### config.mk
export PLATFORM = sky130hd
export DESIGN_NAME = otter_hazard_ctrl_flat
export DESIGN_NICKNAME = d
export VERILOG_FILES = /design/src/rtl/otter_pkg.sv /design/src/rtl/otter_hazard_ctrl_if.sv /design/src/rtl/otter_fwd_unit.sv /design/src/rtl/otter_hazard_ctrl.sv /design/src/flat_wrapper.sv
export SDC_FILE = /design/constraint.sdc
export NUM_CORES = 1
export LEC_CHECK = 0
export CAP_MARGIN = 10
export CORE_ASPECT_RATIO = 0.7
export CORE_MARGIN = 2
export CORE_UTILIZATION = 52
export CTS_CLUSTER_DIAMETER = 30
export DETAILED_ROUTE_END_ITERATION = 8
export GPL_ROUTABILITY_DRIVEN = 0
export PLACE_DENSITY = 0.86
export SLEW_MARGIN = 20
export SYNTH_ARGS = -nofsm -noshare
export SYNTH_HDL_FRONTEND = slang
export SYNTH_SLANG_ARGS = --single-unit
### constraint.sdc
create_clock -name CLK -period 9 [get_ports CLK]
set_clock_uncertainty 0.15 [all_clocks]
set_input_delay 1.8 -clock CLK [delete_from_list [all_inputs] [get_ports CLK]]
set_output_delay 1.8 -clock CLK [all_outputs]
set_load 0.01 [all_outputs]
### src/rtl/otter_pkg.sv
// Shared types and constants for the OTTER pipeline hazard controller.
package otter_pkg;

  localparam int unsigned REG_ADDR_W = 5;
  localparam int unsigned FWD_SEL_W  = 2;
  localparam int unsigned FLUSH_CNT_W = 2;

  localparam logic [31:0] NOP_INSTR = 32'h00000013;

  typedef logic [REG_ADDR_W-1:0] reg_addr_t;

  typedef enum logic [FWD_SEL_W-1:0] {
    FWD_RF  = 2'd0,
    FWD_MEM = 2'd1,
    FWD_WB  = 2'd2
  } fwd_sel_t;

  typedef enum logic [1:0] {
    RUN        = 2'd0,
    LOAD_STALL = 2'd1,
    FLUSH      = 2'd2
  } hz_state_t;

  // Destination write port of a downstream pipeline stage.
  typedef struct packed {
    reg_addr_t rd;
    logic      reg_write;
  } wr_port_t;

  // True when a live write port targets a non-x0 source address.
  function automatic logic wr_hits(input wr_port_t wp, input reg_addr_t rs);
    return wp.reg_write && (rs != '0) && (wp.rd == rs);
  endfunction

endpackage

### src/rtl/otter_hazard_ctrl_if.sv
// Pipeline-register taps into the hazard controller and its control outputs.
interface otter_hazard_ctrl_if #(
  parameter int unsigned CNT_W = 32
);
  import otter_pkg::*;

  reg_addr_t        de_rs1_addr;
  reg_addr_t        de_rs2_addr;
  logic             de_rs1_used;
  logic             de_rs2_used;
  reg_addr_t        ex_rd_addr;
  logic             ex_reg_write;
  logic             ex_is_load;
  logic             ex_ctrl_taken;
  reg_addr_t        mem_rd_addr;
  logic             mem_reg_write;
  reg_addr_t        wb_rd_addr;
  logic             wb_reg_write;

  logic             stall_if;
  logic             stall_de;
  logic             flush_de;
  logic             flush_ex;
  fwd_sel_t         fwd_a_sel;
  fwd_sel_t         fwd_b_sel;
  logic [CNT_W-1:0] stall_count;
  logic [CNT_W-1:0] flush_count;

  modport master (
    output de_rs1_addr, de_rs2_addr, de_rs1_used, de_rs2_used,
    output ex_rd_addr, ex_reg_write, ex_is_load, ex_ctrl_taken,
    output mem_rd_addr, mem_reg_write, wb_rd_addr, wb_reg_write,
    input  stall_if, stall_de, flush_de, flush_ex,
    input  fwd_a_sel, fwd_b_sel, stall_count, flush_count
  );

  modport slave (
    input  de_rs1_addr, de_rs2_addr, de_rs1_used, de_rs2_used,
    input  ex_rd_addr, ex_reg_write, ex_is_load, ex_ctrl_taken,
    input  mem_rd_addr, mem_reg_write, wb_rd_addr, wb_reg_write,
    output stall_if, stall_de, flush_de, flush_ex,
    output fwd_a_sel, fwd_b_sel, stall_count, flush_count
  );

endinterface

### src/rtl/otter_fwd_unit.sv
// Per-operand forward select: newest live producer (MEM before WB) wins.
module otter_fwd_unit
  import otter_pkg::*;
(
  input  reg_addr_t i_rs_addr,
  input  logic      i_rs_used,
  input  wr_port_t  i_mem,
  input  wr_port_t  i_wb,
  output fwd_sel_t  o_sel
);

  always_comb begin
    o_sel = FWD_RF;
    if (i_rs_used) begin
      if (wr_hits(i_mem, i_rs_addr)) begin
        o_sel = FWD_MEM;
      end else if (wr_hits(i_wb, i_rs_addr)) begin
        o_sel = FWD_WB;
      end
    end
  end

endmodule

### src/rtl/otter_hazard_ctrl.sv
// Stall / flush / forwarding controller for the 5-stage OTTER pipeline,
// with saturating stall and flush event counters.
module otter_hazard_ctrl
  import otter_pkg::*;
#(
  parameter int unsigned FLUSH_CYCLES = 2,
  parameter int unsigned CNT_W        = 32
) (
  input logic              CLK,
  input logic              RST,
  otter_hazard_ctrl_if.slave hz
);

  localparam logic [FLUSH_CNT_W-1:0] FLUSH_LOAD = FLUSH_CNT_W'(FLUSH_CYCLES - 1);
  localparam logic [CNT_W-1:0]       CNT_MAX    = '1;

  hz_state_t              r_state;
  hz_state_t              w_state_nxt;
  logic [FLUSH_CNT_W-1:0] r_flush_cnt;
  logic [FLUSH_CNT_W-1:0] w_flush_cnt_nxt;
  logic [CNT_W-1:0]       r_stall_count;
  logic [CNT_W-1:0]       r_flush_count;

  logic     w_load_use;
  logic     w_stall;
  logic     w_flush;
  logic     w_flush_evt;
  wr_port_t w_mem_wr;
  wr_port_t w_wb_wr;
  fwd_sel_t w_fwd_a;
  fwd_sel_t w_fwd_b;

  assign w_mem_wr = '{rd: hz.mem_rd_addr, reg_write: hz.mem_reg_write};
  assign w_wb_wr  = '{rd: hz.wb_rd_addr,  reg_write: hz.wb_reg_write};

  otter_fwd_unit u_fwd_a (
    .i_rs_addr (hz.de_rs1_addr),
    .i_rs_used (hz.de_rs1_used),
    .i_mem     (w_mem_wr),
    .i_wb      (w_wb_wr),
    .o_sel     (w_fwd_a)
  );

  otter_fwd_unit u_fwd_b (
    .i_rs_addr (hz.de_rs2_addr),
    .i_rs_used (hz.de_rs2_used),
    .i_mem     (w_mem_wr),
    .i_wb      (w_wb_wr),
    .o_sel     (w_fwd_b)
  );

  // A load in EX whose result a used DE source needs cannot be forwarded in time.
  always_comb begin
    w_load_use = 1'b0;
    if (hz.ex_is_load && hz.ex_reg_write && (hz.ex_rd_addr != '0)) begin
      w_load_use = (hz.de_rs1_used && (hz.de_rs1_addr == hz.ex_rd_addr)) ||
                   (hz.de_rs2_used && (hz.de_rs2_addr == hz.ex_rd_addr));
    end
  end

  always_ff @(negedge CLK or posedge RST) begin
    if (RST) begin
      r_state     <= RUN;
      r_flush_cnt <= '0;
    end else begin
      r_state     <= w_state_nxt;
      r_flush_cnt <= w_flush_cnt_nxt;
    end
  end

  // The first squash cycle happens in RUN, so FLUSH covers the remaining FLUSH_CYCLES-1.
  always_comb begin
    w_state_nxt     = r_state;
    w_flush_cnt_nxt = r_flush_cnt;
    w_stall         = 1'b0;
    w_flush         = 1'b0;
    w_flush_evt     = 1'b0;
    case (r_state)
      RUN: begin
        if (hz.ex_ctrl_taken) begin
          w_flush     = 1'b1;
          w_flush_evt = 1'b1;
          if (FLUSH_LOAD != '0) begin
            w_state_nxt     = FLUSH;
            w_flush_cnt_nxt = FLUSH_LOAD;
          end
        end else if (w_load_use) begin
          w_stall     = 1'b1;
          w_state_nxt = LOAD_STALL;
        end
      end
      LOAD_STALL: begin
        w_state_nxt = RUN;
      end
      FLUSH: begin
        w_flush         = 1'b1;
        w_flush_cnt_nxt = r_flush_cnt - FLUSH_CNT_W'(1);
        if (r_flush_cnt <= FLUSH_CNT_W'(1)) begin
          w_state_nxt     = RUN;
          w_flush_cnt_nxt = '0;
        end
      end
      default: begin
        w_state_nxt     = RUN;
        w_flush_cnt_nxt = '0;
      end
    endcase
  end

  always_ff @(negedge CLK or posedge RST) begin
    if (RST) begin
      r_stall_count <= '0;
      r_flush_count <= '0;
    end else begin
      if (w_stall && (r_stall_count != CNT_MAX)) begin
        r_stall_count <= r_stall_count + CNT_W'(1);
      end
      if (w_flush_evt && (r_flush_count != CNT_MAX)) begin
        r_flush_count <= r_flush_count + CNT_W'(1);
      end
    end
  end

  // Combinational controls are forced quiet while reset is held.
  assign hz.stall_if    = w_stall & ~RST;
  assign hz.stall_de    = w_stall & ~RST;
  assign hz.flush_de    = w_flush & ~RST;
  assign hz.flush_ex    = (w_flush | w_stall) & ~RST;
  assign hz.fwd_a_sel   = RST ? FWD_RF : w_fwd_a;
  assign hz.fwd_b_sel   = RST ? FWD_RF : w_fwd_b;
  assign hz.stall_count = r_stall_count;
  assign hz.flush_count = r_flush_count;

endmodule

### src/flat_wrapper.sv
// flat-port wrapper written by rule: the top's interface ports become plain ports
module otter_hazard_ctrl_flat import otter_pkg::*;
#(
  parameter int unsigned FLUSH_CYCLES = 2,
  parameter int unsigned CNT_W        = 32
)
  (CLK, RST, hz_de_rs1_addr, hz_de_rs2_addr, hz_de_rs1_used, hz_de_rs2_used, hz_ex_rd_addr, hz_ex_reg_write, hz_ex_is_load, hz_ex_ctrl_taken, hz_mem_rd_addr, hz_mem_reg_write, hz_wb_rd_addr, hz_wb_reg_write, hz_stall_if, hz_stall_de, hz_flush_de, hz_flush_ex, hz_fwd_a_sel, hz_fwd_b_sel, hz_stall_count, hz_flush_count);
  otter_hazard_ctrl_if #(.CNT_W(CNT_W)) hz_i ();
  input logic CLK;
  input logic RST;
  input wire logic [$bits(hz_i.de_rs1_addr)-1:0] hz_de_rs1_addr;
  input wire logic [$bits(hz_i.de_rs2_addr)-1:0] hz_de_rs2_addr;
  input wire logic [$bits(hz_i.de_rs1_used)-1:0] hz_de_rs1_used;
  input wire logic [$bits(hz_i.de_rs2_used)-1:0] hz_de_rs2_used;
  input wire logic [$bits(hz_i.ex_rd_addr)-1:0] hz_ex_rd_addr;
  input wire logic [$bits(hz_i.ex_reg_write)-1:0] hz_ex_reg_write;
  input wire logic [$bits(hz_i.ex_is_load)-1:0] hz_ex_is_load;
  input wire logic [$bits(hz_i.ex_ctrl_taken)-1:0] hz_ex_ctrl_taken;
  input wire logic [$bits(hz_i.mem_rd_addr)-1:0] hz_mem_rd_addr;
  input wire logic [$bits(hz_i.mem_reg_write)-1:0] hz_mem_reg_write;
  input wire logic [$bits(hz_i.wb_rd_addr)-1:0] hz_wb_rd_addr;
  input wire logic [$bits(hz_i.wb_reg_write)-1:0] hz_wb_reg_write;
  output wire logic [$bits(hz_i.stall_if)-1:0] hz_stall_if;
  output wire logic [$bits(hz_i.stall_de)-1:0] hz_stall_de;
  output wire logic [$bits(hz_i.flush_de)-1:0] hz_flush_de;
  output wire logic [$bits(hz_i.flush_ex)-1:0] hz_flush_ex;
  output wire logic [$bits(hz_i.fwd_a_sel)-1:0] hz_fwd_a_sel;
  output wire logic [$bits(hz_i.fwd_b_sel)-1:0] hz_fwd_b_sel;
  output wire logic [$bits(hz_i.stall_count)-1:0] hz_stall_count;
  output wire logic [$bits(hz_i.flush_count)-1:0] hz_flush_count;
  assign hz_i.de_rs1_addr = hz_de_rs1_addr;
  assign hz_i.de_rs2_addr = hz_de_rs2_addr;
  assign hz_i.de_rs1_used = hz_de_rs1_used;
  assign hz_i.de_rs2_used = hz_de_rs2_used;
  assign hz_i.ex_rd_addr = hz_ex_rd_addr;
  assign hz_i.ex_reg_write = hz_ex_reg_write;
  assign hz_i.ex_is_load = hz_ex_is_load;
  assign hz_i.ex_ctrl_taken = hz_ex_ctrl_taken;
  assign hz_i.mem_rd_addr = hz_mem_rd_addr;
  assign hz_i.mem_reg_write = hz_mem_reg_write;
  assign hz_i.wb_rd_addr = hz_wb_rd_addr;
  assign hz_i.wb_reg_write = hz_wb_reg_write;
  assign hz_stall_if = hz_i.stall_if;
  assign hz_stall_de = hz_i.stall_de;
  assign hz_flush_de = hz_i.flush_de;
  assign hz_flush_ex = hz_i.flush_ex;
  assign hz_fwd_a_sel = hz_i.fwd_a_sel;
  assign hz_fwd_b_sel = hz_i.fwd_b_sel;
  assign hz_stall_count = hz_i.stall_count;
  assign hz_flush_count = hz_i.flush_count;
  otter_hazard_ctrl #(.FLUSH_CYCLES(FLUSH_CYCLES), .CNT_W(CNT_W)) u_core (.CLK(CLK), .RST(RST), .hz(hz_i));
endmodule
After elaboration in Yosys (flattened, before gate mapping):

Index checks and enable logic that the tools add are counted.
W data, S select, Z words.

* register bits after elaboration: 68
* input bits: 34

* add/sub/neg operators: 3
* muxes and demuxes: 22
* reduce and logical (&&, ||, !) cells: 21
* eq/ne operators: 13
* $lt $le $gt $ge: 1
* bitwise logic cells: 6

Operator list (number)
* $add A32 B1 Y32 const B: 2
* $ne A32 B32 Y1 const B: 2
* $eq A5 B5 Y1: 6
* $mux W2: 13
* $reduce_bool A5 Y1: 3
* $logic_and A1 B1 Y1: 14
* $mux W1: 6
* $pmux W2 S3: 1
* $pmux W2 S2: 1
* $reduce_and A2 Y1: 2
* $and A1 B1 Y1: 3
* $ne A3 B2 Y1 const B: 1
* $eq A2 B1 Y1 const B: 1
* $eq A2 B2 Y1 const B: 1
* $le A2 B1 Y1 const B: 1
* $logic_not A2 Y1: 1
* $ne A2 B1 Y1 const B: 1
* $ne A2 B2 Y1 const B: 1
* $not A1 Y1: 2
* $pmux W1 S2: 1
* $sub A2 B1 Y2 const B: 1
* $logic_or A1 B1 Y1: 1
* $or A1 B1 Y1: 1

Depth between registers and ports, before layout:

* depth in word-level cells: 9
* gate-level depth with buffers: 8

Modules after synthesis:

Synthesis repeated with hierarchy kept, for this count alone.

* cells, all modules: 363
* area, all modules: 4005.1 um^2

Modules (own cells, without submodules)
* otter_hazard_ctrl: area each 3687.3 um^2, cells an instance 327, sequential area each 1701.6 um^2, times used 1
* otter_fwd_unit: area each 158.9 um^2, cells an instance 18, sequential area each 0.0 um^2, times used 2

==> metrics.txt <==
Synth Register Bits=68; Worst Path Buf+Inv=1; main flop type after synthesis=dfrtn_1; Worst-path clk slew=~0.050 ns; Post-Syn Nets=402; max_cap viols=0; largest area contributor in the synthesized netlist=dfrtn_1; Compound-Gate Fraction of Synth Area=0.01689; Die W=about 110 um; Pint=around 0.57 mW; DP HPWL=~7300 um; Data arrival, critical path=6.93 ns; Max Buffers Root-to-Sink=2; Post-Syn Area=approximately 3800 um2; pwr dens=around 150 nW/um2; Avg Cell Area, Syn=~10 um2; Post-Synth XOR/XNOR Area=0.2109; worst slack at placement=about 0.39 ns; DRC Markers=0; top-count cell post-synth=dfrtn_1; critical path peak fanout=7; io pins=roughly 110; Syn Inst Count=roughly 370; switch share=0.2454; top post-synthesis cells by area=dfrtn_1 (45%), xnor2_1 (12%), xor2_1 (8.8%); Async SR Flop Fraction=1.000; root buffer cell=clkbuf_8; Hold WC Path Type=register to register; Hold-fix buffers, CTS=0; DR vias=3252; CTS sink count=about 70; share of post-route cells with drive strength above 1=0.08489; Worst path top cell family by delay=simple AND/OR/NAND/NOR gates; Core Box Area=about 6900 um2; Crit path largest cell delay=0.55 ns; EDFF count, synth=0; count of cell types in the netlist=43; setup TNS=0 ns; final setup fails=0; Num CTS Buffers=9; first-pass GRT wire length=between 15000 and 20000 um; CTS tree=done; Worst-Margin Slew=just under 0.9 ns; H-tree depth=3; Synth top cells by count=dfrtn_1 (68), xnor2_1 (53), xor2_1 (38); YS warnings=0; clock power share=0.397; # diodes=0; Reg power frac=0.456; Starting Density=0.5491; nets@finish=514; antenna violations before repair=0; largest net degree at the start of global routing=41; die area=around 8000 um2; row count=25; slew margin rel.=0.4188; NetSw=0.1861 mW; Lkg Pwr=between 2 and 2.5 nW; vias in the first global route=~3.3k; Synth Area in Simple Gates=0.2877; area fraction of the dominant cell type after synthesis=0.4503; outcome=finished, final reports clean; vias per cell=between 5 and 6; most frequent cell on the critical path=nor2_1; critical-path cell list=nor2_1 -> nand3_1 -> nor3_1 -> nand2_4 -> nor2_1 -> or2_1 -> clkdlybuf4s50_1; antenna viol nets, final=0; Crit. End Element=output pin; Worst EP required=between 7 and 8 ns; 1st-pass router iterations=4; Worst-Skew Late Latency=~0.33 ns; total track usage=0.2624; RSZ-0062 raised after global routing=false; post-CTS setup buffers=0; die height=~75 um; adder-cell share of the synthesized area=0.006623; Layout area overhead=36.95%; PnR worst setup slack=about 0.12 ns; mux share of post-synthesis cell area=0.005960; WS Path Type=register to output pin; Pins Over Slew Limit=0; largest family of logic cells by synthesized area=simple AND/OR/NAND/NOR gates; Detailed Route WL=9801 um; GRT overflow=0; final hold violation count=0; Post-CTS Resized=0; sequential fraction of the synthesis area=0.4503; maximum vdd drop=roughly 0.083 mV; crit path max-delay cell type=clkdlybuf4s50_1; DR iter-0 viols=200; PortBufs=roughly 110; routed len/inst=around 17 um; combinational group share of total power=0.147; startpoint types=register
## power by group through the flow
stage          Sequential, mW  Combinational (mW)  Clock [mW]
2_1_floorplan           0.353              0.0453           0
6_report                0.346               0.112       0.301
5_1_grt                 0.349               0.122       0.320
3_3_place_gp            0.349               0.109           0
3_5_place_dp            0.351               0.112           0
4_1_cts                 0.345               0.112       0.306
## worst paths after layout
check	cells after the start	to	slack, ns	startpoint
worst max register to register	7	u_core.hz.stall_count[13]$_DFFE_NP0P_	6.01	u_core.hz.stall_count[0]$_DFFE_NP0P_
worst min-delay path	1	u_core.r_flush_cnt[1]$_DFFE_NP0P_	0.28	u_core.r_flush_cnt[1]$_DFFE_NP0P_
worst min register to register	1	u_core.r_flush_cnt[1]$_DFFE_NP0P_	0.28	u_core.r_flush_cnt[1]$_DFFE_NP0P_
worst max-delay path	7	hz_flush_ex	0.12	u_core.r_state[1]$_DFFE_NP0P_
max in group asynchronous	3	u_core.hz.flush_count[12]$_DFFE_NP0P_	1.74	RST
min in group asynchronous	2	u_core.hz.stall_count[22]$_DFFE_NP0P_	6.27	RST
## through the flow
step | hold WS, ns | utilization | cells | total power [mW] | area (um2)
finish | 0.2810 | 0.7520 | 577 | 0.7585 | 5175
global route | 0.3186 | 0.7520 | 577 | 0.7907 | 5175
CTS | 0.2872 | 0.7520 | 577 | 0.7639 | 5175
detailed placement | 0.2819 | 0.7171 | 561 | 0.4624 | 4935
global placement | 0.2813 | 0.7171 | 561 | 0.4578 | 4935
floorplan | 0.2626 | - | 366 | 0.3981 | 3779
## flip-flops by register name (all words and copies together), names as in the netlist
signal and count:
u_core.r_state 2, u_core.hz.flush_count 32, u_core.hz.stall_count 32, u_core.r_flush_cnt 2
## cells by family after synthesis
group | after synthesis
mux | 2
simple gates | 177
buf+inv | 16
xor+xnor | 91
fa+ha+maj | 2
flops | 68
compound gates | 10
## worst reg2reg max path, stage by stage, from the launching register on
cell     delay, ns
dfrtn_1       0.49
ha_1          0.23
and4_1        0.30
and4_1        0.29
and3_1        0.76
nor2_1        0.18
and4_1        0.28
xor2_1        0.15
## final cells by class
type / count / area [um2]
Multi-Input combinational cell: 282 / 1996
Tap cell: 94 / 117.6
Fill cell: 470 / 1707
Clock buffer: 10 / 127.6
Inverter: 9 / 33.78
Timing Repair Buffer: 108 / 1086
Sequential cell: 68 / 1702
Clock inverter: 6 / 112.6
## layer usage
metal	GRT usage	routed length [um]	vias to the layer above
li1	-	-	1525
met1	0.3577	4369	1578
met2	0.4308	4585	126
met3	0.05218	653	23
met4	0.09064	193	0
met5	0	0	-
## placed cells by master (no fill, tap or decap), drive strengths merged, types with 2 or more instances in the layout
cell type,Yosys,layout
clkinv,0,3
and2,2,2
nor4b,3,3
nor3b,2,2
clkbuf,1,10
nand2,24,24
buf,6,3
nand3,28,28
nor3,21,21
inv,9,9
or4,4,4
o22ai,3,3
clkdlybuf4s50,0,105
and4,6,6
ha,2,2
and3,14,14
nor4,13,13
dfrtn,68,68
nand4,31,31
xnor2,53,53
a21oi,4,4
bufinv,0,3
nand2b,3,3
nor2,23,23
mux2,2,2
xor2,38,38
(Power assumes the default switching activity.)
